===== config.mk =====
export PLATFORM = sky130hd
export DESIGN_NAME = vr_input_conditioner
export DESIGN_NICKNAME = d
export VERILOG_FILES = /design/src/rtl/vr_input_conditioner.sv
export SDC_FILE = /design/constraint.sdc
export NUM_CORES = 1
export LEC_CHECK = 0
export ABC_CLOCK_PERIOD_IN_PS = 6000
export CORE_MARGIN = 1
export CORE_UTILIZATION = 45
export DETAILED_ROUTE_END_ITERATION = 10
export GPL_ROUTABILITY_DRIVEN = 0
export SYNTH_ARGS = -nofsm -noshare
export SYNTH_HDL_FRONTEND = slang
export SYNTH_SLANG_ARGS = --single-unit
export TNS_END_PERCENT = 30

===== constraint.sdc =====
create_clock -name clk -period 6 [get_ports clk]
set_input_delay 1.2 -clock clk [delete_from_list [all_inputs] [get_ports clk]]
set_output_delay 1.2 -clock clk [all_outputs]
set_load 0.005 [all_outputs]

===== src/rtl/vr_input_conditioner.sv =====
// VR/hall input conditioner: synchronizer, stable-sample glitch filter,
// adaptive tooth-edge lockout, tooth period measurement and stall detection.
module vr_input_conditioner #(
  parameter int          SYNC_STAGES   = 2,
  parameter int          PERIOD_W      = 32,
  parameter logic [31:0] STALL_TIMEOUT = 32'd10_000_000
) (
  input  logic                clk,
  input  logic                reset_n,
  input  logic                vrin,
  input  logic [7:0]          conf_filter_len,
  input  logic [1:0]          conf_lockout_shift,
  input  logic                conf_edge_pol,
  output logic                vr_clean,
  output logic                tooth_edge,
  output logic [PERIOD_W-1:0] tooth_period,
  output logic                period_valid,
  output logic [15:0]         reject_cnt,
  output logic                stalled,
  output logic [1:0]          state_dbg
);

  typedef enum logic [1:0] {
    ST_STALLED = 2'd0,
    ST_ACQUIRE = 2'd1,
    ST_RUNNING = 2'd2
  } state_t;

  localparam logic [PERIOD_W:0] STALL_LIM = (PERIOD_W+1)'(STALL_TIMEOUT);

  state_t state, state_nxt;

  logic [SYNC_STAGES-1:0] sync_q;
  logic                   s;
  logic [7:0]             fcnt;
  logic [8:0]             fcnt_p1;
  logic [7:0]             filt_len;
  logic                   rej_hold;
  logic                   differ;
  logic                   eval;
  logic                   active_going;

  logic [PERIOD_W-1:0]    pcnt;
  logic [PERIOD_W:0]      pcnt_p1;
  logic [PERIOD_W-1:0]    meas;
  logic [PERIOD_W-1:0]    hist0, hist1;
  logic [PERIOD_W-1:0]    hist_min;
  logic [PERIOD_W:0]      window;
  logic [2:0]             shift_amt;

  logic lockout_en, timeout_en;
  logic cand_edge, lockout_hit, accept, reject, timeout;

  // ---------------- input synchronizer ----------------
  always_ff @(posedge clk or negedge reset_n) begin
    if (!reset_n) sync_q <= '0;
    else          sync_q <= {sync_q[SYNC_STAGES-2:0], vrin};
  end
  assign s = sync_q[SYNC_STAGES-1];

  // ---------------- filter / qualification terms ----------------
  always_comb begin
    filt_len     = (conf_filter_len == 8'd0) ? 8'd1 : conf_filter_len;
    fcnt_p1      = {1'b0, fcnt} + 9'd1;
    differ       = (s != vr_clean);
    // A rejected candidate stays parked until the input goes inactive again.
    eval         = differ && !rej_hold && (fcnt_p1 >= {1'b0, filt_len});
    active_going = (s == conf_edge_pol);

    pcnt_p1      = {1'b0, pcnt} + {{PERIOD_W{1'b0}}, 1'b1};
    meas         = pcnt_p1[PERIOD_W] ? '1 : pcnt_p1[PERIOD_W-1:0];
    hist_min     = (hist0 < hist1) ? hist0 : hist1;
    shift_amt    = {1'b0, conf_lockout_shift} + 3'd1;
    window       = {1'b0, hist_min} >> shift_amt;

    cand_edge    = eval && active_going;
    lockout_hit  = lockout_en && (pcnt_p1 < window);
    accept       = cand_edge && !lockout_hit;
    reject       = cand_edge && lockout_hit;
    timeout      = timeout_en && (pcnt_p1 >= STALL_LIM) && !accept;
  end

  // ---------------- FSM: state register ----------------
  always_ff @(posedge clk or negedge reset_n) begin
    if (!reset_n) state <= ST_STALLED;
    else          state <= state_nxt;
  end

  // ---------------- FSM: next state ----------------
  always_comb begin
    state_nxt = state;
    case (state)
      ST_STALLED: if (accept) state_nxt = ST_ACQUIRE;
      ST_ACQUIRE: begin
        if (accept)       state_nxt = ST_RUNNING;
        else if (timeout) state_nxt = ST_STALLED;
      end
      ST_RUNNING: begin
        if (timeout)      state_nxt = ST_STALLED;
      end
      default:            state_nxt = ST_STALLED;
    endcase
  end

  // ---------------- FSM: outputs ----------------
  always_comb begin
    lockout_en = 1'b0;
    timeout_en = 1'b0;
    stalled    = 1'b0;
    case (state)
      ST_STALLED: stalled    = 1'b1;
      ST_ACQUIRE: timeout_en = 1'b1;
      ST_RUNNING: begin
        lockout_en = 1'b1;
        timeout_en = 1'b1;
      end
      default:    stalled    = 1'b1;
    endcase
    state_dbg = state;
  end

  // ---------------- glitch filter and clean level ----------------
  always_ff @(posedge clk or negedge reset_n) begin
    if (!reset_n) begin
      fcnt       <= 8'd0;
      rej_hold   <= 1'b0;
      vr_clean   <= 1'b0;
      tooth_edge <= 1'b0;
      reject_cnt <= 16'd0;
    end else begin
      if (!differ || rej_hold || eval) fcnt <= 8'd0;
      else                             fcnt <= fcnt_p1[7:0];

      if (!differ)     rej_hold <= 1'b0;
      else if (reject) rej_hold <= 1'b1;

      // Inactive-going changes always pass; active-going ones only if accepted.
      if (eval && (!active_going || accept)) vr_clean <= s;

      tooth_edge <= accept;

      if (reject && (reject_cnt != 16'hFFFF)) reject_cnt <= reject_cnt + 16'd1;
    end
  end

  // ---------------- period measurement ----------------
  always_ff @(posedge clk or negedge reset_n) begin
    if (!reset_n) begin
      pcnt         <= '0;
      hist0        <= '0;
      hist1        <= '0;
      tooth_period <= '0;
      period_valid <= 1'b0;
    end else begin
      if (accept)       pcnt <= '0;
      else if (!(&pcnt)) pcnt <= pcnt_p1[PERIOD_W-1:0];

      if (accept) begin
        case (state)
          ST_ACQUIRE: begin
            tooth_period <= meas;
            hist0        <= meas;
            hist1        <= meas;
            period_valid <= 1'b1;
          end
          ST_RUNNING: begin
            hist1        <= hist0;
            hist0        <= meas;
            tooth_period <= meas;
          end
          default: ;
        endcase
      end else if (timeout) begin
        period_valid <= 1'b0;
      end
    end
  end

endmodule


## After elaboration in Yosys (flattened, before gate mapping)

Index checks and enable logic that the tools add are counted.

| word-level totals | value |
|---|---|
| bits in registers | 128 |
| input bits | 14 |
| output and inout port bits | 54 |
| logic and storage cells | 75 |

| cells by class | value |
|---|---|
| mux-type cells | 19 |
| eq/ne operators | 9 |
| reductions and logical operators | 27 |
| add/sub/neg operators | 4 |
| shifts and indexed selects | 1 |
| $lt $le $gt $ge | 4 |

Operator list:

| kind | count |
|---|---|
| 32-bit two-way mux | 4 |
| 32-bit one-hot mux with 2 select lines | 1 |
| 32-bit by 1-bit adder with 33-bit output, second input constant | 1 |
| 33-bit by 24-bit >= comparator with 1-bit output, second input constant | 1 |
| 33-bit < comparator | 1 |
| 32-bit by 3-bit >> shifter with 33-bit output | 1 |
| 32-bit < comparator | 1 |
| 32-bit AND reduction | 1 |
| 16-bit by 1-bit adder with 16-bit output, second input constant | 1 |
| 8-bit two-way mux | 2 |
| 16-bit inequality test, second input constant | 1 |
| 1-bit logical AND | 10 |
| 8-bit by 1-bit adder with 9-bit output, second input constant | 1 |
| 9-bit by 8-bit >= comparator with 1-bit output | 1 |
| 8-bit zero test | 1 |
| 1-bit two-way mux | 8 |
| 2-bit two-way mux | 3 |
| 2-bit one-hot mux with 3 select lines | 1 |
| 2-bit AND reduction | 3 |
| 1-bit zero test | 5 |
| 2-bit by 1-bit inequality test with 1-bit output, second input constant | 2 |
| 2-bit inequality test, second input constant | 2 |
| 2-bit nonzero test | 2 |
| 2-bit by 1-bit adder with 3-bit output, second input constant | 1 |
| other kinds (7) | 9 |

## Logic depth before layout (Yosys ltp)

Gate-level depths: netlist of run 1.

| logic depth | value |
|---|---|
| depth in word-level cells | 12 |
| gate-level depth with buffers | 26 |
| mapped depth without buffers | 22 |

## Worst setup path after synthesis of run 1

No wires, ideal clock.

| timing path | value |
|---|---|
| path type | reg-to-reg |
| start point | register hist0[13] |
| end point | register reject_cnt[8] |
| period minus slack after synthesis | 5,120 ps |
| arrival | 4,996 ps |
| library setup time | 123 ps |
| path slack | 880 ps |
| stages on the path, launching flop included | 22 |
| required time | 5,877 ps |
| buffers on the path | 2 |
| cell sequence | dfrtp_1 -> ha_1 -> a211oi_1 -> nor2_1 -> a311oi_1 -> a31oi_1 -> nor2_1 -> buf_2 -> buf_2 -> mux2i_1 -> mux2i_1 -> mux2i_1 -> ha_1 -> a21o_1 -> a211o_1 -> o221ai_1 -> a31oi_1 -> nor4b_1 -> and3_2 -> nand2_2 -> or4_1 -> xnor2_1 |

| between the ends | value |
|---|---|
| word-level cells in the longest chain between the ends | 7 |

RTL lines:

| what | RTL line | text |
|---|---|---|
| start, declared | 46 | `logic [PERIOD_W-1:0] hist0, hist1;` |
| start signal, assigned | 162 | `hist0 <= meas;` |
| start signal, assigned | 168 | `hist0 <= meas;` |
| 32-bit < comparator | 72 | `hist_min = (hist0 < hist1) ? hist0 : hist1;` |
| 32-bit two-way mux * | 72 |  |
| 32-bit by 3-bit >> shifter with 33-bit output * | 74 | `window = {1'b0, hist_min} >> shift_amt;` |
| 33-bit < comparator * | 77 | `lockout_hit = lockout_en && (pcnt_p1 < window);` |
| 1-bit logical AND * | 77 |  |
| 1-bit logical AND * | 79 | `reject = cand_edge && lockout_hit;` |
| 1-bit logical AND * | 142 | `if (reject && (reject_cnt != 16'hFFFF)) reject_cnt <= reject_cnt + 16'd1;` |
| end signal, assigned | 142 |  |
| end, declared | 18 | `output logic [15:0] reject_cnt,` |

Mark *: on every way between the ends. The rest lies on a longest branch, timed or not.
A chain may end at the register's enable or synchronous reset.

## Worst setup path after layout of run 1

| timing path | value |
|---|---|
| start point | register hist0[21] |
| end point | register hist1[31] |

| between the ends | value |
|---|---|
| word-level cells in the longest chain between the ends | 8 |

RTL lines:

| what | RTL line | text |
|---|---|---|
| 32-bit < comparator | 72 |  |
| 32-bit two-way mux * | 72 |  |
| 32-bit by 3-bit >> shifter with 33-bit output * | 74 |  |
| 33-bit < comparator * | 77 |  |
| 1-bit logical AND * | 77 |  |
| 1-bit zero test * | 78 | `accept = cand_edge && !lockout_hit;` |
| 1-bit logical AND * | 78 |  |
| 2-bit AND reduction (no line) * | -- |  |
| end signal, assigned | 163 | `hist1 <= meas;` |
| end signal, assigned | 167 | `hist1 <= hist0;` |
| end, declared | 46 |  |

Marked as above.

==> flow_summary.toml, run 1 <==
[outcome]
status = "finished clean"

[sta]
fin_setup_tns_ns = 0
relSlewSlack_pct = 45.3
hold_viol = 0
max_freq_mhz = 179
period_share_pct = 93.0
fin_crit_ns = 5.58
rsz0062_at_grt = "false"
worst_slew_pin_slew_ns = 0.821
finalSetupViolCount = 0
fin_skew_ns = 0.0109
drv_slew = 0

[placement]
dp.final_hpwl_um = 16800
portBuffers = 67

[power_and_ir_drop]
power_density_mw_per_mm2 = 271
p_leak_nw = 4.83
max-vdd-ir-drop_uv = 182

[yosys]
ys_warn_count = 0
ys_async_sr_fraction_pct = 100
netlist_area_sq_mm = 0.00907
synth_fp_nets = 1140
syn_inst = 1049
synth_cell_types = 74
synth_top_area_cell = "dfrtp_1"
synth_top_cell_area_share_pct = 35.3
ys_ff_latch = 128
ys.flop_type = "dfrtp_1"
synth_edf_count = 0
synth.top_cells.by_area = "dfrtp_1, ha_1, mux2i_1"
syn-mean-instance-area_sq_um = 8.64
seq_area_frac_synth_pct = 35.3

[clock_tree]
clk_path_buf_depth = 2
cts.sinks = 128
root_buffer = "clkbuf_16"
clkTransAtPathRegs_ns = 0.06
cts_tree = "yes"
h-tree-depth = 4
cts_made_buffers = 17
insertion_delay_ns = 0.43

[die]
initial_core_util_pct = 46.3
core_sq_mm = 0.0196
fp-row-count = 51
ios = 68
fp.dieH_um = 144
fp.dieW_um = 144
die_area_sq_mm = 0.0207

[detailed_routing]
ant_nets = 0
wl_per_cell_um = 16.4
vias = 7541
routed_wirelength_um = 22700
drt_iter0_drc = 408
drt_pre_antenna_iters = 5
drcViolationCount = 0
routed_via_density = 5.46

[critical_path]
cp.arrival_ns = 5.93
cp.required_ns = 6.35
end_kind = "flop"
startpoint_type = "flop"
cp_max_fo = 36
worstSetupPathType = "flop to flop"

[global_route]
grt_max_degree = 87
grt_pass1_vias = 7316
antenna_found_initial = 0
grt_overflow_total = 0
grt_pass1_wl_um = 38100
grt_usage_pct = 23.7

[cells_and_area]
drive_above_1_share_pct = 6.99
num-nets-final = 1194
fill_cells = 1874
ff_latch_area_sq_mm = 0.00320
diodes = 0
areaGrowthSynthToFinish_pct = 17.0
final_util_pct = 54.2
multi_input_area_sq_mm = 0.00546

[hold_path]
hold_path.class = "flop to flop"

[job]
cap_violations = 0
metal layers:
metal	track usage, %	vias to the layer above	part of all wire [%]
li1	-	3808	-
met1	32.8	3580	50
met2	37.6	127	45
met3	4.23	26	3.5
met4	6.83	0	1.6
met5	0	-	0
state kept, by name, indices dropped and copies added, names as in the netlist:
signal and count:
rej_hold 1, fcnt 8, reject_cnt 16, period_valid 1, sync_q 2, state_dbg 2
tooth_edge 1, hist0 32, vr_clean 1, hist1 32, pcnt 32
metrics by stage:
stage	instances	total power, W	setup WS [ns]	area (sq um)	hold WS, ns
after global placement	1348	0.00183	0.399	10000	0.336
after floorplan	1049	0.00161	0.880	9070	0.331
after global routing	1381	0.00305	0.0240	10600	0.368
final	1381	0.00287	0.422	10600	0.349
after detailed placement	1348	0.00183	0.376	10000	0.337
after CTS	1380	0.00288	0.338	10600	0.352
layout make-up:
cell class                 count  share of cell area, %
clock buffer                  18                   4.14
multi-input combinational    816                   51.4
clock inverter                14                   1.36
inverter                      55                   1.95
sequential                   128                   30.2
timing repair buffer          85                   7.80
tap                          265                   3.13
layout by cell type (no fill, tap or decap), drive strengths merged, types with 20 or more instances in the layout:
cell / Yosys / layout
o21ai: 85 / 85
nand3: 41 / 41
nand2: 117 / 117
buf: 22 / 20
nor2: 135 / 136
xor2: 27 / 27
ha: 77 / 77
inv: 55 / 64
mux2i: 85 / 85
a21oi: 68 / 68
dfrtp: 128 / 128
xnor2: 23 / 23
clkdlybuf4s50: 0 / 65
Yosys cell counts (3+ instances only):
library cell / number
xnor2_1: 23
nor2b_1: 16
nand3_1: 41
and4_1: 6
o21ai_0: 82
clkbuf_1: 28
nor3_1: 9
buf_2: 15
ha_1: 77
a211oi_1: 6
or4_1: 3
o211ai_1: 4
o22ai_1: 3
nand2_1: 116
a21o_1: 4
nor4_1: 13
o21a_1: 3
nor2_1: 134
nand2b_1: 6
mux2i_1: 84
dfrtp_1: 128
o31a_1: 3
inv_1: 55
or3_1: 5
and3_1: 7
xor2_1: 27
mux2_2: 3
a21oi_1: 67
nor4_2: 3
buf_1: 4
a31oi_1: 4
nand4_1: 14
path summary, 6_finish.rpt:
check | start | to | cells after the start | slack [ns]
setup / recovery | hist0[21] | hist1[31] | 21 | 0.42
hold / removal | sync_q[0] | sync_q[1] | 0 | 0.35
setup reg to reg | hist0[21] | hist1[31] | 21 | 0.42
hold reg to reg | sync_q[0] | sync_q[1] | 0 | 0.35
max in group asynchronous | reset_n | hist0[24] | 2 | 4.13
min in group asynchronous | reset_n | hist0[11] | 1 | 0.80
worst max-delay path, stage by stage, from the launching register on:
cell	delay, ns
dfrtp_1	0.43
ha_1	0.32
a21oi_1	0.15
o21ai_0	0.14
a221oi_1	0.32
o211ai_1	0.36
nor2_2	0.70
mux2i_1	0.21
mux2i_1	0.26
mux2i_1	0.12
ha_1	0.34
a21oi_1	0.21
nor2b_1	0.07
o21ai_0	0.21
a31oi_1	0.14
nor4b_1	0.34
nand3_1	0.19
o211ai_1	0.35
buf_4	0.23
buf_12	0.18
a211oi_1	0.07
a21oi_1	0.16
power by group:
part	total [W]	switching [W]	internal (W)
Clock	0.00105	0.000451	0.000596
Sequential	0.00106	0.000128	0.000935
Combinational	0.000760	0.000450	0.000311
Total	0.00287	0.00103	0.00184
what timing repair did:
item,CTS,global route
endpoints found under the setup margin,0,57
hold buffers,0,0
setup buffers,0,0
gates resized for setup,0,1
cell families after synthesis:
group | Yosys count | share of synthesized area (%)
AO/OA/AOI/OAI | 204 | 13.1
XOR/XNOR | 50 | 4.83
adder cells (fa/ha/maj) | 77 | 10.6
buffers and inverters | 106 | 4.82
flip-flops | 128 | 35.3
multiplexers | 92 | 10.6
AND/OR/NAND/NOR | 392 | 20.6
Note: power is estimated with default switching activity, not from simulation.
==> inputs of run 2 (changes only) <==
- HOLD_SLACK_MARGIN: default -> 0.15
==> results of run 2 <==
The final DEF is identical to that of run 1; final timing and power are the same.
==> inputs of run 3 (changes only) <==
- CORE_UTILIZATION: 45 -> 60
- PLACE_DENSITY: default -> 0.81
==> run 3 against run 2 <==
The run now ends with design-rule violations left. Flip-flop and latch count is the same. Sequential power is essentially flat. Hold slack better by 0.00095 ns.
==> flow_summary.toml, run 3 (synthesized netlist as in run 1, its figures left out) <==
[sta]
hold_viol = 0
max_freq_mhz = 177
worst_slew_pin_slew_ns = 0.734
period_share_pct = 94.0
finalSetupViolCount = 0
fin_setup_tns_ns = 0
timing.hold.ws_ns = 0.349
rsz0062_at_grt = "true"
layout_setup_ws_ns = 0.362
fin_crit_ns = 5.64
fin_skew_ns = 0.0103
relSlewSlack_pct = 51.0
drv_slew = 0

[cells_and_area]
stdcell_area_sq_mm = 0.0105
diodes = 0
multi_input_area_sq_mm = 0.00545
reg.largest.list = "hist0 (32), hist1 (32), pcnt (32)"
ff_latch_area_sq_mm = 0.00320
layout_common_cells = "nor2_1, dfrtp_1, nand2_1"
areaGrowthSynthToFinish_pct = 15.5
drive_above_1_share_pct = 6.49
num-nets-final = 1188
layout_commonest_cell = "nor2_1"
fill_cells = 1151

[detailed_routing]
wl_per_cell_um = 17.0
drt_iter0_drc = 577
routed_via_density = 6.04
ant_nets = 0
drcViolationCount = 2
vias = 7819
routed_wirelength_um = 21900
drt_pre_antenna_iters = 8

[power_and_ir_drop]
p_leak_nw = 4.80
total_power_w = 0.00288
power_density_mw_per_mm2 = 275
max-vdd-ir-drop_uv = 219

[clock_tree]
cts_tree = "yes"
root_buffer = "clkbuf_16"
cts.sinks = 128
insertion_delay_ns = 0.43
h-tree-depth = 4
cts_made_buffers = 17
cts_setup_buffers = 0
clk_path_buf_depth = 2
clkTransAtPathRegs_ns = 0.06

[critical_path]
worstSetupPathType = "flop to flop"
cp_max_fo = 16
end_kind = "flop"
cp.required_ns = 6.32
startpoint_type = "flop"
cp.arrival_ns = 5.96

[global_route]
grt_pass1_vias = 7602
grt_usage_pct = 29.7
grt_overflow_total = 0
grt_max_degree = 82
antenna_found_initial = 0
grt_pass1_wl_um = 37000

[die]
core_sq_mm = 0.0146
fp.dieH_um = 125
initial_core_util_pct = 61.9
fp.dieW_um = 125
die_area_sq_mm = 0.0156
fp-row-count = 44
ios = 68

[placement]
postPlaceCellArea_sq_mm = 0.00986
portBuffers = 67
dp.final_hpwl_um = 15900
pre_cts_slack_ns = 0.309

[hold_path]
hold_path.class = "flop to flop"

[outcome]
status = "complete, but fails checks"
violations = "design-rule violations"

[job]
cap_violations = 0
run 3: cell types whose count changed in the layout (fill, tap and decap cells not counted):
cell / previous run / this run
buf_4: 16 / 10
clkinvlp_4: 1 / 3
inv_6: 7 / 5
a21oi_2: 0 / 1
a21oi_4: 1 / 0
bufinv_16: 1 / 2
clkbuf_8: 1 / 0
clkinv_2: 1 / 0
clkinv_4: 2 / 3
run 3: path summary, 6_finish.rpt:
check | slack, ns | from | to | depth (start not counted)
worst max-delay path | 0.36 | hist0[31] | reject_cnt[8] | 19
worst min-delay path | 0.35 | sync_q[0] | sync_q[1] | 0
worst max register to register | 0.36 | hist0[31] | reject_cnt[8] | 19
worst min register to register | 0.35 | sync_q[0] | sync_q[1] | 0
max in group asynchronous | 4.10 | reset_n | fcnt[1] | 2
min in group asynchronous | 0.81 | reset_n | hist1[12] | 1
run 3: what timing repair did:
item	in CTS	in global routing
hold buffers	0	0
gates resized for setup	0	1
setup endpoints to repair	0	75
run 3: area by class of cell:
cell class | instances | area share (%)
Sequential cell | 128 | 30.6
Inverter | 55 | 1.97
Timing Repair Buffer | 79 | 7.47
Multi-Input combinational cell | 816 | 52.0
Tap cell | 184 | 2.20
Clock buffer | 17 | 4.06
Clock inverter | 15 | 1.67
run 3: stage by stage:
stage,cells,util [%]
global placement,1261,67.3
detailed placement,1261,67.3
global route,1294,71.5
floorplan,1049,-
finish,1294,71.5
CTS,1293,71.4
run 3: per-layer routing:
metal	global-route usage, %	up-vias	part of all wire [%]
li1	-	3810	-
met1	39.1	3716	45
met2	48.4	250	47
met3	5.78	43	5.9
met4	12.3	0	2.5
met5	0	-	0
run 3: report_power, final:
part / internal, W / switching (W) / total, W / leakage, nW
Clock: 0.000624 / 0.000433 / 0.00106 / 0.285
Combinational: 0.000312 / 0.000447 / 0.000759 / 2.83
Sequential: 0.000935 / 0.000126 / 0.00106 / 1.69
run 3: worst max-delay path, cell delays in order (launching register included):
cell and delay (ns):
dfrtp_1 0.45, ha_1 0.35, nand4_1 0.18, nor4_1 0.51
nand2_1 0.22, a31oi_2 0.36, nor2_4 0.19, mux2i_1 0.22
mux2i_1 0.27, mux2i_1 0.12, ha_1 0.32, a21o_1 0.17
a211o_1 0.28, o221ai_1 0.19, a31oi_1 0.12, nor4b_1 0.34
and3_2 0.30, nand2_2 0.21, or4_1 0.59, xnor2_1 0.14
